[src/rtl/sc_frog_point_driver.sv]
// sc_frog_point_driver
//   Frog-side producer of the point matrix consumed by the collision
//   comparator. Tracks the frog row/column, the game FSM, lives and score,
//   and drives eight one-hot row buses (row 0 is the goal row).
//
//   Optional feature: define SC_FROGPOINT_WRAP_EN for horizontal wrap-around
//   (left at the MSB column goes to column 0, right at column 0 goes to the
//   MSB column). Without it, horizontal moves clamp at the edges. Downward
//   moves always clamp at row 7.
//
// Ports
//   SC_FROGPOINT_CLOCK_50          clock
//   SC_FROGPOINT_RESET_InHigh      synchronous reset, active-high
//   SC_FROGPOINT_start_In          start/restart pulse
//   SC_FROGPOINT_up_In/down_In     move pulses toward row 0 / row 7
//   SC_FROGPOINT_left_In/right_In  move pulses toward MSB / LSB column
//   SC_FROGPOINT_collision_In      collision flag from the comparator
//   SC_FROGPOINT_data0..7_OutBus   point rows, one-hot at the frog, else 0
//   SC_FROGPOINT_lives_OutBus      remaining lives
//   SC_FROGPOINT_score_OutBus      goals reached, wraps mod 256
//   SC_FROGPOINT_state_OutBus      FSM state code
//   SC_FROGPOINT_gameover_Out      high in GAMEOVER
module sc_frog_point_driver #(
  parameter int unsigned DATAWIDTH  = 8,
  parameter int unsigned LIVES_INIT = 3,
  parameter int unsigned HIT_CYCLES = 16,
  parameter int unsigned START_ROW  = 7,
  parameter int unsigned START_COL  = 3
) (
  input  logic                 SC_FROGPOINT_CLOCK_50,
  input  logic                 SC_FROGPOINT_RESET_InHigh,
  input  logic                 SC_FROGPOINT_start_In,
  input  logic                 SC_FROGPOINT_up_In,
  input  logic                 SC_FROGPOINT_down_In,
  input  logic                 SC_FROGPOINT_left_In,
  input  logic                 SC_FROGPOINT_right_In,
  input  logic                 SC_FROGPOINT_collision_In,
  output logic [DATAWIDTH-1:0] SC_FROGPOINT_data0_OutBus,
  output logic [DATAWIDTH-1:0] SC_FROGPOINT_data1_OutBus,
  output logic [DATAWIDTH-1:0] SC_FROGPOINT_data2_OutBus,
  output logic [DATAWIDTH-1:0] SC_FROGPOINT_data3_OutBus,
  output logic [DATAWIDTH-1:0] SC_FROGPOINT_data4_OutBus,
  output logic [DATAWIDTH-1:0] SC_FROGPOINT_data5_OutBus,
  output logic [DATAWIDTH-1:0] SC_FROGPOINT_data6_OutBus,
  output logic [DATAWIDTH-1:0] SC_FROGPOINT_data7_OutBus,
  output logic [2:0]           SC_FROGPOINT_lives_OutBus,
  output logic [7:0]           SC_FROGPOINT_score_OutBus,
  output logic [2:0]           SC_FROGPOINT_state_OutBus,
  output logic                 SC_FROGPOINT_gameover_Out
);

  localparam int unsigned NUM_ROWS = 8;
  localparam int unsigned ROW_W    = 3;
  localparam int unsigned COL_W    = (DATAWIDTH > 1) ? $clog2(DATAWIDTH) : 1;
  localparam int unsigned HIT_W    = (HIT_CYCLES > 1) ? $clog2(HIT_CYCLES) : 1;

  localparam logic [2:0] IDLE     = 3'd0;
  localparam logic [2:0] PLAY     = 3'd1;
  localparam logic [2:0] HIT      = 3'd2;
  localparam logic [2:0] GOAL     = 3'd3;
  localparam logic [2:0] GAMEOVER = 3'd4;

  localparam logic [ROW_W-1:0] ROW_START = ROW_W'(START_ROW);
  localparam logic [ROW_W-1:0] ROW_LAST  = ROW_W'(NUM_ROWS - 1);
  localparam logic [COL_W-1:0] COL_START = COL_W'(START_COL);
  localparam logic [COL_W-1:0] COL_LAST  = COL_W'(DATAWIDTH - 1);
  localparam logic [HIT_W-1:0] HIT_LOAD  = HIT_W'(HIT_CYCLES - 1);
  localparam logic [2:0]       LIVES_LOAD = 3'(LIVES_INIT);

  // Registered game state
  logic [2:0]           state_q,  state_n;
  logic [ROW_W-1:0]     row_q,    row_n;
  logic [COL_W-1:0]     col_q,    col_n;
  logic [2:0]           lives_q,  lives_n;
  logic [7:0]           score_q,  score_n;
  logic [HIT_W-1:0]     hit_q,    hit_n;
  logic                 gameover_q;
  logic [DATAWIDTH-1:0] rows_q [NUM_ROWS];
  logic [DATAWIDTH-1:0] rows_n [NUM_ROWS];

  // State register: every output comes straight from a flop
  always_ff @(posedge SC_FROGPOINT_CLOCK_50) begin
    if (SC_FROGPOINT_RESET_InHigh) begin
      state_q    <= IDLE;
      row_q      <= ROW_START;
      col_q      <= COL_START;
      lives_q    <= LIVES_LOAD;
      score_q    <= 8'd0;
      hit_q      <= '0;
      gameover_q <= 1'b0;
      for (int r = 0; r < int'(NUM_ROWS); r++) begin
        rows_q[r] <= (ROW_W'(r) == ROW_START) ? (DATAWIDTH'(1) << COL_START) : '0;
      end
    end else begin
      state_q    <= state_n;
      row_q      <= row_n;
      col_q      <= col_n;
      lives_q    <= lives_n;
      score_q    <= score_n;
      hit_q      <= hit_n;
      gameover_q <= (state_n == GAMEOVER);
      for (int r = 0; r < int'(NUM_ROWS); r++) begin
        rows_q[r] <= rows_n[r];
      end
    end
  end

  // Next-state, position, lives and score
  always_comb begin
    state_n = state_q;
    row_n   = row_q;
    col_n   = col_q;
    lives_n = lives_q;
    score_n = score_q;
    hit_n   = hit_q;

    case (state_q)
      IDLE: begin
        if (SC_FROGPOINT_start_In) begin
          state_n = PLAY;
        end
      end

      PLAY: begin
        // Collision wins over any move in the same cycle
        if (SC_FROGPOINT_collision_In) begin
          if (lives_q <= 3'd1) begin
            lives_n = 3'd0;
            state_n = GAMEOVER;
          end else begin
            lives_n = lives_q - 3'd1;
            hit_n   = HIT_LOAD;
            state_n = HIT;
          end
        end else if (SC_FROGPOINT_up_In) begin
          if (row_q == ROW_W'(1)) begin
            row_n   = '0;
            score_n = score_q + 8'd1;
            state_n = GOAL;
          end else if (row_q != '0) begin
            row_n = row_q - ROW_W'(1);
          end
        end else if (SC_FROGPOINT_down_In) begin
          if (row_q != ROW_LAST) begin
            row_n = row_q + ROW_W'(1);
          end
        end else if (SC_FROGPOINT_left_In) begin
          if (col_q != COL_LAST) begin
            col_n = col_q + COL_W'(1);
          end else begin
`ifdef SC_FROGPOINT_WRAP_EN
            col_n = '0;
`else
            col_n = col_q;
`endif
          end
        end else if (SC_FROGPOINT_right_In) begin
          if (col_q != '0) begin
            col_n = col_q - COL_W'(1);
          end else begin
`ifdef SC_FROGPOINT_WRAP_EN
            col_n = COL_LAST;
`else
            col_n = col_q;
`endif
          end
        end
      end

      GOAL: begin
        // Frog was shown at row 0 for this single cycle; respawn now
        row_n   = ROW_START;
        col_n   = COL_START;
        state_n = PLAY;
      end

      HIT: begin
        if (hit_q == '0) begin
          row_n   = ROW_START;
          col_n   = COL_START;
          state_n = PLAY;
        end else begin
          hit_n = hit_q - HIT_W'(1);
        end
      end

      GAMEOVER: begin
        if (SC_FROGPOINT_start_In) begin
          lives_n = LIVES_LOAD;
          score_n = 8'd0;
          row_n   = ROW_START;
          col_n   = COL_START;
          state_n = PLAY;
        end
      end

      default: begin
        state_n = IDLE;
        row_n   = ROW_START;
        col_n   = COL_START;
        lives_n = LIVES_LOAD;
        score_n = 8'd0;
        hit_n   = '0;
      end
    endcase
  end

  // Row decode from the next position so the buses line up with the state
  always_comb begin
    for (int r = 0; r < int'(NUM_ROWS); r++) begin
      rows_n[r] = '0;
      if ((state_n != GAMEOVER) && (row_n == ROW_W'(r))) begin
        rows_n[r] = DATAWIDTH'(1) << col_n;
      end
    end
  end

  assign SC_FROGPOINT_data0_OutBus = rows_q[0];
  assign SC_FROGPOINT_data1_OutBus = rows_q[1];
  assign SC_FROGPOINT_data2_OutBus = rows_q[2];
  assign SC_FROGPOINT_data3_OutBus = rows_q[3];
  assign SC_FROGPOINT_data4_OutBus = rows_q[4];
  assign SC_FROGPOINT_data5_OutBus = rows_q[5];
  assign SC_FROGPOINT_data6_OutBus = rows_q[6];
  assign SC_FROGPOINT_data7_OutBus = rows_q[7];
  assign SC_FROGPOINT_lives_OutBus = lives_q;
  assign SC_FROGPOINT_score_OutBus = score_q;
  assign SC_FROGPOINT_state_OutBus = state_q;
  assign SC_FROGPOINT_gameover_Out = gameover_q;

endmodule
[config.mk]
export PLATFORM = sky130hd
export DESIGN_NAME = sc_frog_point_driver
export DESIGN_NICKNAME = d
export VERILOG_FILES = /design/src/rtl/sc_frog_point_driver.sv
export SDC_FILE = /design/constraint.sdc
export NUM_CORES = 1
export LEC_CHECK = 0
export ABC_CLOCK_PERIOD_IN_PS = 2900
export CORE_MARGIN = 4
export CORE_UTILIZATION = 49
export DETAILED_ROUTE_END_ITERATION = 10
export HOLD_SLACK_MARGIN = 0.06
export PLACE_DENSITY = 0.81
export REMOVE_ABC_BUFFERS = 1
export SYNTH_ARGS = -nofsm -noshare
export SYNTH_HDL_FRONTEND = slang
export SYNTH_SLANG_ARGS = --single-unit
[constraint.sdc]
create_clock -name SC_FROGPOINT_CLOCK_50 -period 2.9 [get_ports SC_FROGPOINT_CLOCK_50]
set_clock_uncertainty 0.1 [all_clocks]
set_input_delay 0.29 -clock SC_FROGPOINT_CLOCK_50 [delete_from_list [all_inputs] [get_ports SC_FROGPOINT_CLOCK_50]]
set_output_delay 0.29 -clock SC_FROGPOINT_CLOCK_50 [all_outputs]
set_load 0.05 [all_outputs]
==> impl_metrics.yaml, run 1 <==
run_status:
  status: "finished, final reports clean"
clock_network:
  htreeDepth: 3
  clockBufferDepth: 2
  cts_hold_buf: 0
  cts_tree: "built"
  cts_buffers: 9
  cts_root_buf: "clkbuf_8"
  clk-insertion-delay-late_ns: 0.36
  clkSlewWorstSetupHoldPaths_ns: 0.09
  cts_sinks: 89
sta:
  hold_viol_final: 0
  worst_slew_pin_slew_ns: 0.603
  layout_min_cycle_time_ns: 2.66
  fin_crit_sh_pct: 91.7
  setup_viol: 0
  rsz0062_at_grt: "false"
  slew_viol_final: 0
  max_clock_freq_ghz: 0.376
  slew_headroom_pct: 59.6
  setup_tns_ns: 0
route:
  wire_per_inst_um: 16.0
  dr.pass1.iters: 5
  ant_nets: 0
  vias: 3141
  first_iter_violations: 162
  avgViaCountPerCell: 5.54
  remaining_drc_errors: 0
  routed_wl_um: 9070
yosys:
  ys_async_sr_fraction_pct: 0
  synth_area_per_cell_um2: 9.88
  ys_seq_elements: 89
  synth-edff-count: 0
  synth_ff_type: "dfxtp_1"
  synth.most_common_cell: "dfxtp_1"
  ys_top_cells_by_count: "89 x dfxtp_1, 40 x nor3_1, 26 x nor2_1"
  synth_seq_area_share_pct: 48.6
  yosys.area.top_type: "dfxtp_1"
  synth_top_cell_area_share_pct: 48.6
  synth.area.top_cells: "dfxtp_1 49%, nor3_1 5.5%, nor3_2 4.4%"
  synth_warnings: 0
  ys_types: 64
  postSynthCellCount: 371
  syn_area_mm2: 0.00367
setup_path:
  cp-start-kind: "register"
  rrSetupSlack_ns: 0.24
  cp.required_ns: 3.05
  crit_fanout: 14
  r2r_cells: 9
  r2r-start: "hit_q[0]$_SDFFE_PP0P_"
  worst-endpoint-arrival_ns: 2.81
  startpoint: "hit_q[0]$_SDFFE_PP0P_"
  critPathKind: "register to register"
  cp-end-kind: "register"
  r2r_end: "rows_q[0][26]$_SDFF_PP0_"
global_routing:
  grt_max_degree: 21
  antenna_found_initial: 0
  grt_usage_pct: 20.7
  grt_pass1_vias: 2903
  grt_pass1_wl_um: 14600
  grt.overflow.total: 0
power:
  total_power_mw: 2.50
  p_leak_nw: 1.79
  power_density_mw_per_mm2: 511
  ir_drop_mv: 0.238
layout:
  nets: 483
  antennaDiodeCount: 0
  area_delta_synth_final_pct: 33.3
  finalNonFillerCells: 567
  register_area_mm2: 0.00178
  postLayoutCellArea_mm2: 0.00489
  multiInputGateArea_mm2: 0.00167
  fin_util_pct: 67.4
  nFillCells: 551
  drive_gt1_share_pct: 15.2
worst_hold_path:
  hold_depth: 2
  hp-start: "hit_q[2]$_SDFFE_PP0P_"
  hp-class: "register to register"
  whs_endpoint: "hit_q[2]$_SDFFE_PP0P_"
place:
  placedCellCount: 551
  globalplace.congestion: 0.876
  dp_hpwl_um: 6280
  io_buffer_count: 86
  postPlaceCellArea_mm2: 0.00466
floorplanning:
  start_util_pct: 50.5
  die_x_um: 94.5
  die_height_um: 94.5
  row_count: 31
  dieArea_mm2: 0.00893
  io-pin-count: 87
  coreArea_mm2: 0.00725
job:
  drv_cap: 0
-- worst max-delay path by stage --
stage                          endpoint  slack (ns)
4_1_cts        rows_q[0][27]$_SDFF_PP0_        0.20
6_report       rows_q[0][26]$_SDFF_PP0_        0.24
2_1_floorplan  rows_q[1][27]$_SDFF_PP1_       -0.02
3_3_place_gp   rows_q[1][19]$_SDFF_PP0_        0.20
3_5_place_dp   rows_q[0][11]$_SDFF_PP0_        0.17
5_1_grt        rows_q[1][18]$_SDFF_PP0_        0.02
-- through the flow --
stage | hold WS, ns | worst slack (ns)
2_1_floorplan | 0.259 | -0.0179
3_5_place_dp | 0.376 | 0.172
5_1_grt | 0.419 | 0.0178
6_report | 0.387 | 0.239
3_3_place_gp | 0.349 | 0.195
4_1_cts | 0.388 | 0.202
-- final cells by class --
class                           count  area share (%)
Clock buffer                       10            2.61
Multi-Input combinational cell    242            34.3
Tap cell                           99            2.54
Clock inverter                      6            2.05
Inverter                           12           0.922
Sequential cell                    89            36.5
Timing Repair Buffer              109            21.2
-- per-layer routing --
| metal | vias up | track usage [%] | routed length, um |
|---|---|---|---|
| li1 | 1522 | - | - |
| met1 | 1492 | 26.1 | 4010 |
| met2 | 119 | 35.0 | 4350 |
| met3 | 8 | 5.10 | 604 |
| met4 | 0 | 5.89 | 100 |
| met5 | - | 0 | 0 |
-- critical path, cell delays in order, from the launching register on --
cell and delay [ns]:
dfxtp_1 0.38, inv_1 0.08, ha_1 0.20, nor3b_1 0.14, buf_4 0.15, o32a_1 0.38, a311oi_4 0.39, o211ai_1 0.21
buf_4 0.25, nor4_1 0.29
-- placed cells by master, fill, tap and decap left out, types with 4 or more instances in the layout --
| master | count |
|---|---|
| a21oi_1 | 15 |
| buf_4 | 23 |
| clkbuf_8 | 9 |
| clkdlybuf4s50_1 | 86 |
| dfxtp_1 | 89 |
| ha_1 | 12 |
| inv_1 | 12 |
| nand2_1 | 16 |
| nand3_1 | 6 |
| nand3b_1 | 4 |
| nor2_1 | 26 |
| nor3_1 | 40 |
| nor3_2 | 16 |
| nor4_1 | 16 |
| o211ai_1 | 7 |
| o21ai_0 | 8 |
| o22ai_1 | 6 |
| xnor2_1 | 4 |
-- sequential cells by signal, indices dropped and copies added (netlist names) --
register,cells
SC_FROGPOINT_state_OutBus,3
row_q,3
rows_q,64
SC_FROGPOINT_gameover_Out,1
hit_q,4
col_q,3
SC_FROGPOINT_score_OutBus,8
SC_FROGPOINT_lives_OutBus,3
-- where the power goes --
group,leakage [nW],internal [mW],switching (mW)
clock,0.114,0.501,0.460
combinational,0.961,0.102,0.182
sequential,0.719,1.24,0.0140
-- cell families (layout without fill, tap and decap cells) --
family / count (synthesis) / count (layout) / share of synthesized area [%]
buffers and inverters: 40 / 137 / 5.73
DFF: 89 / 89 / 48.6
AOI/OAI and AO/OA: 71 / 71 / 14.4
muxes: 2 / 2 / 0.580
and+or+nand+nor: 153 / 153 / 25.7
adders and majority gates: 12 / 12 / 4.10
xor gates and xnor gates: 4 / 4 / 0.956
-- repair_timing --
action	in CTS	in global routing
resized for setup	0	1
setup endpoints to repair	0	1
buffers inserted	0	0
endpoints found under the hold margin	0	0
Power figures use the tool's default switching activity.
==> run 2, diff against run 1 <==
--- a/config.mk
+++ b/config.mk
@@ -5,6 +5,7 @@
 export SDC_FILE = /design/constraint.sdc
 export NUM_CORES = 1
 export LEC_CHECK = 0
+export ABC_AREA = 1
 export ABC_CLOCK_PERIOD_IN_PS = 2900
 export CORE_MARGIN = 4
 export CORE_UTILIZATION = 49
==> run 2 against run 1 <==
- register-to-register slack better by 0.49 ns
- setup slack better by 0.44 ns
- critical path depth down 8
- sequential power up 3%
- critical path type is now register to output port
- core utilization up 1.6 points
- final area down 2.5%
- cell count up 14%
==> impl_metrics.yaml, run 2 <==
power:
  p_leak_nw: 2.01
  ir_drop_mv: 0.262
  power_density_mw_per_mm2: 575
  power.switching_uw: 836
  power_frac_seq_pct: 46.9
  power_frac_comb_pct: 18.3
  total_power_mw: 2.74
  p_int_mw: 1.91
  power_frac_clock_pct: 34.8
  switching_share_pct: 30.5
run_status:
  status: "finished, final reports clean"
setup_path:
  cp_num_buf_inv: 1
  critPathSlowestCell: "clkdlybuf4s50_1"
  slowest_delay_ns: 0.89
  r2r_cells: 12
  critPathKind: "register to output port"
  cp.required_ns: 2.51
  critPathTopFamily: "buffers and inverters"
  crit_chain: "clkdlybuf4s50_1"
  cp-end-kind: "output port"
  crit_fanout: 10
  crit_cells: 1
  cp-start-kind: "register"
  worst-endpoint-arrival_ns: 1.83
clock_network:
  cts_root_buf: "clkbuf_8"
  clk-insertion-delay-late_ns: 0.35
  htreeDepth: 3
  cts_resized: 0
  cts_sinks: 89
  clockBufferDepth: 2
  cts_buffers: 9
  cts_hold_buf: 0
  cts_tree: "built"
  clkSlewWorstSetupHoldPaths_ns: 0.09
  cts_setup_buffers: 0
floorplanning:
  die_x_um: 93.2
  dieArea_mm2: 0.00868
  io-pin-count: 87
  start_util_pct: 51.5
  die_height_um: 93.2
  row_count: 30
  coreArea_mm2: 0.00691
yosys:
  yosys.area.top_type: "dfxtp_1"
  synth_ff_type: "dfxtp_1"
  synth_seq_area_share_pct: 50.1
  ys_seq_elements: 89
  synth.area.top_cells: "dfxtp_1 50%, nor2_1 9.9%, nand2_1 8.7%"
  ys_types: 29
  postSynthCellCount: 447
  ys_async_sr_fraction_pct: 0
  synth_warnings: 0
  synth.most_common_cell: "nor2_1"
  ys_top_cells_by_count: "94 x nor2_1, 89 x dfxtp_1, 82 x nand2_1"
  syn_area_mm2: 0.00355
  synth_area_per_cell_um2: 7.95
  synth_top_cell_area_share_pct: 50.1
  synth-edff-count: 0
worst_hold_path:
  hold_depth: 2
  hp-class: "register to register"
global_routing:
  grt.overflow.total: 0
  grt_pass1_wl_um: 13900
  antenna_found_initial: 0
  grt_usage_pct: 20.2
  grt_pass1_vias: 2929
  grt_max_degree: 17
route:
  vias: 3189
  ant_nets: 0
  dr.pass1.iters: 4
  remaining_drc_errors: 0
  avgViaCountPerCell: 4.95
  routed_wl_um: 8830
  wire_per_inst_um: 13.7
  first_iter_violations: 148
sta:
  setup_viol: 0
  rsz0062_at_grt: "false"
  slew_viol_final: 0
  layout_min_cycle_time_ns: 2.22
  max_clock_freq_ghz: 0.450
  worst_slew_pin_slew_ns: 0.535
  setup_tns_ns: 0
  hold_viol_final: 0
  slew_headroom_pct: 64.2
  fin_crit_sh_pct: 76.7
place:
  io_buffer_count: 86
  dp_hpwl_um: 6870
  globalplace.congestion: 0.910
layout:
  final_common_cell: "nor2_1"
  top_register: "rows_q"
  nFillCells: 546
  nets: 563
  antennaDiodeCount: 0
  largest_reg_flops: 64
  drive_gt1_share_pct: 11.3
  area_delta_synth_final_pct: 34.1
  multiInputGateArea_mm2: 0.00157
  register_area_mm2: 0.00178
  layout_common_cells: "94 x nor2_1, 89 x dfxtp_1, 86 x clkdlybuf4s50_1"
job:
  drv_cap: 0
[run 2: cell count changes after synthesis, sizes merged, moves of 4 or more]
cell    before  now
nor2        27  106
nor4        17    0
nand2       16   96
buf         20    1
o211ai       7    2
a21oi       15   20
clkbuf       8    2
xnor2        4    0
nand3        7   39
nor3        56    5
o22ai        6    1
inv         12   51
[run 2: path summary, 6_finish.rpt]
path                                  end  slack (ns)                               startpoint
max reg2reg      rows_q[0][24]$_SDFF_PP0_        0.73                      row_q[0]$_SDFF_PP1_
min                 hit_q[3]$_SDFFE_PP0P_        0.41                    hit_q[3]$_SDFFE_PP0P_
min reg2reg         hit_q[3]$_SDFFE_PP0P_        0.41                    hit_q[3]$_SDFFE_PP0P_
max          SC_FROGPOINT_state_OutBus[2]        0.68  SC_FROGPOINT_state_OutBus[2]$_SDFF_PP0_
[run 2: kinds of logic after synthesis]
family / synth area share (%)
AO/OA/AOI/OAI: 6.76
adder cells (fa/ha/maj): 4.22
XOR/XNOR: 0.493
buffers and inverters: 5.81
flip-flops: 50.1
AND/OR/NAND/NOR: 32.6
[run 2: cell type report]
cell class / count / share of cell area [%]
flip-flops and latches: 89 / 37.4
multi-input cells: 304 / 32.9
repair buffers: 88 / 18.4
inverters: 51 / 4.02
clock buffers: 10 / 2.68
well taps: 96 / 2.52
clock inverters: 6 / 2.15
[run 2: through the flow]
stage | area, um^2 | hold slack [ns] | setup WS [ns] | cells | utilization, %
2_1_floorplan | 3540 | 0.259 | 0.705 | 444 | -
3_3_place_gp | 4540 | 0.384 | 0.695 | 628 | 65.7
3_5_place_dp | 4540 | 0.388 | 0.589 | 628 | 65.7
4_1_cts | 4770 | 0.407 | 0.671 | 644 | 69.0
5_1_grt | 4770 | 0.451 | 0.503 | 644 | 69.0
6_report | 4770 | 0.411 | 0.676 | 644 | 69.0
[run 2: layer usage]
layer  vias up  GRT usage, %  wire, um
li1       1599             -         -
met1      1506          25.8      3940
met2        75          35.2      4500
met5         -             0         0
met3         9          2.25       281
met4         0          7.57       103
[run 2: worst register-to-register path: cells and delay by family (launching register included)]
| kind | cells | cell delay (ns) |
|---|---|---|
| adders and majority gates | 1 | 0.26 |
| buffers and inverters | 2 | 0.24 |
| DFF | 1 | 0.48 |
| and+or+nand+nor | 9 | 0.98 |
[run 2: power groups by stage]
stage / registers, mW / clock network (mW) / logic [mW]
floorplan: 1.38 / 0 / 0.292
global placement: 1.31 / 0 / 0.480
detailed placement: 1.32 / 0 / 0.497
CTS: 1.29 / 0.960 / 0.500
global route: 1.29 / 0.998 / 0.548
finish: 1.29 / 0.954 / 0.502
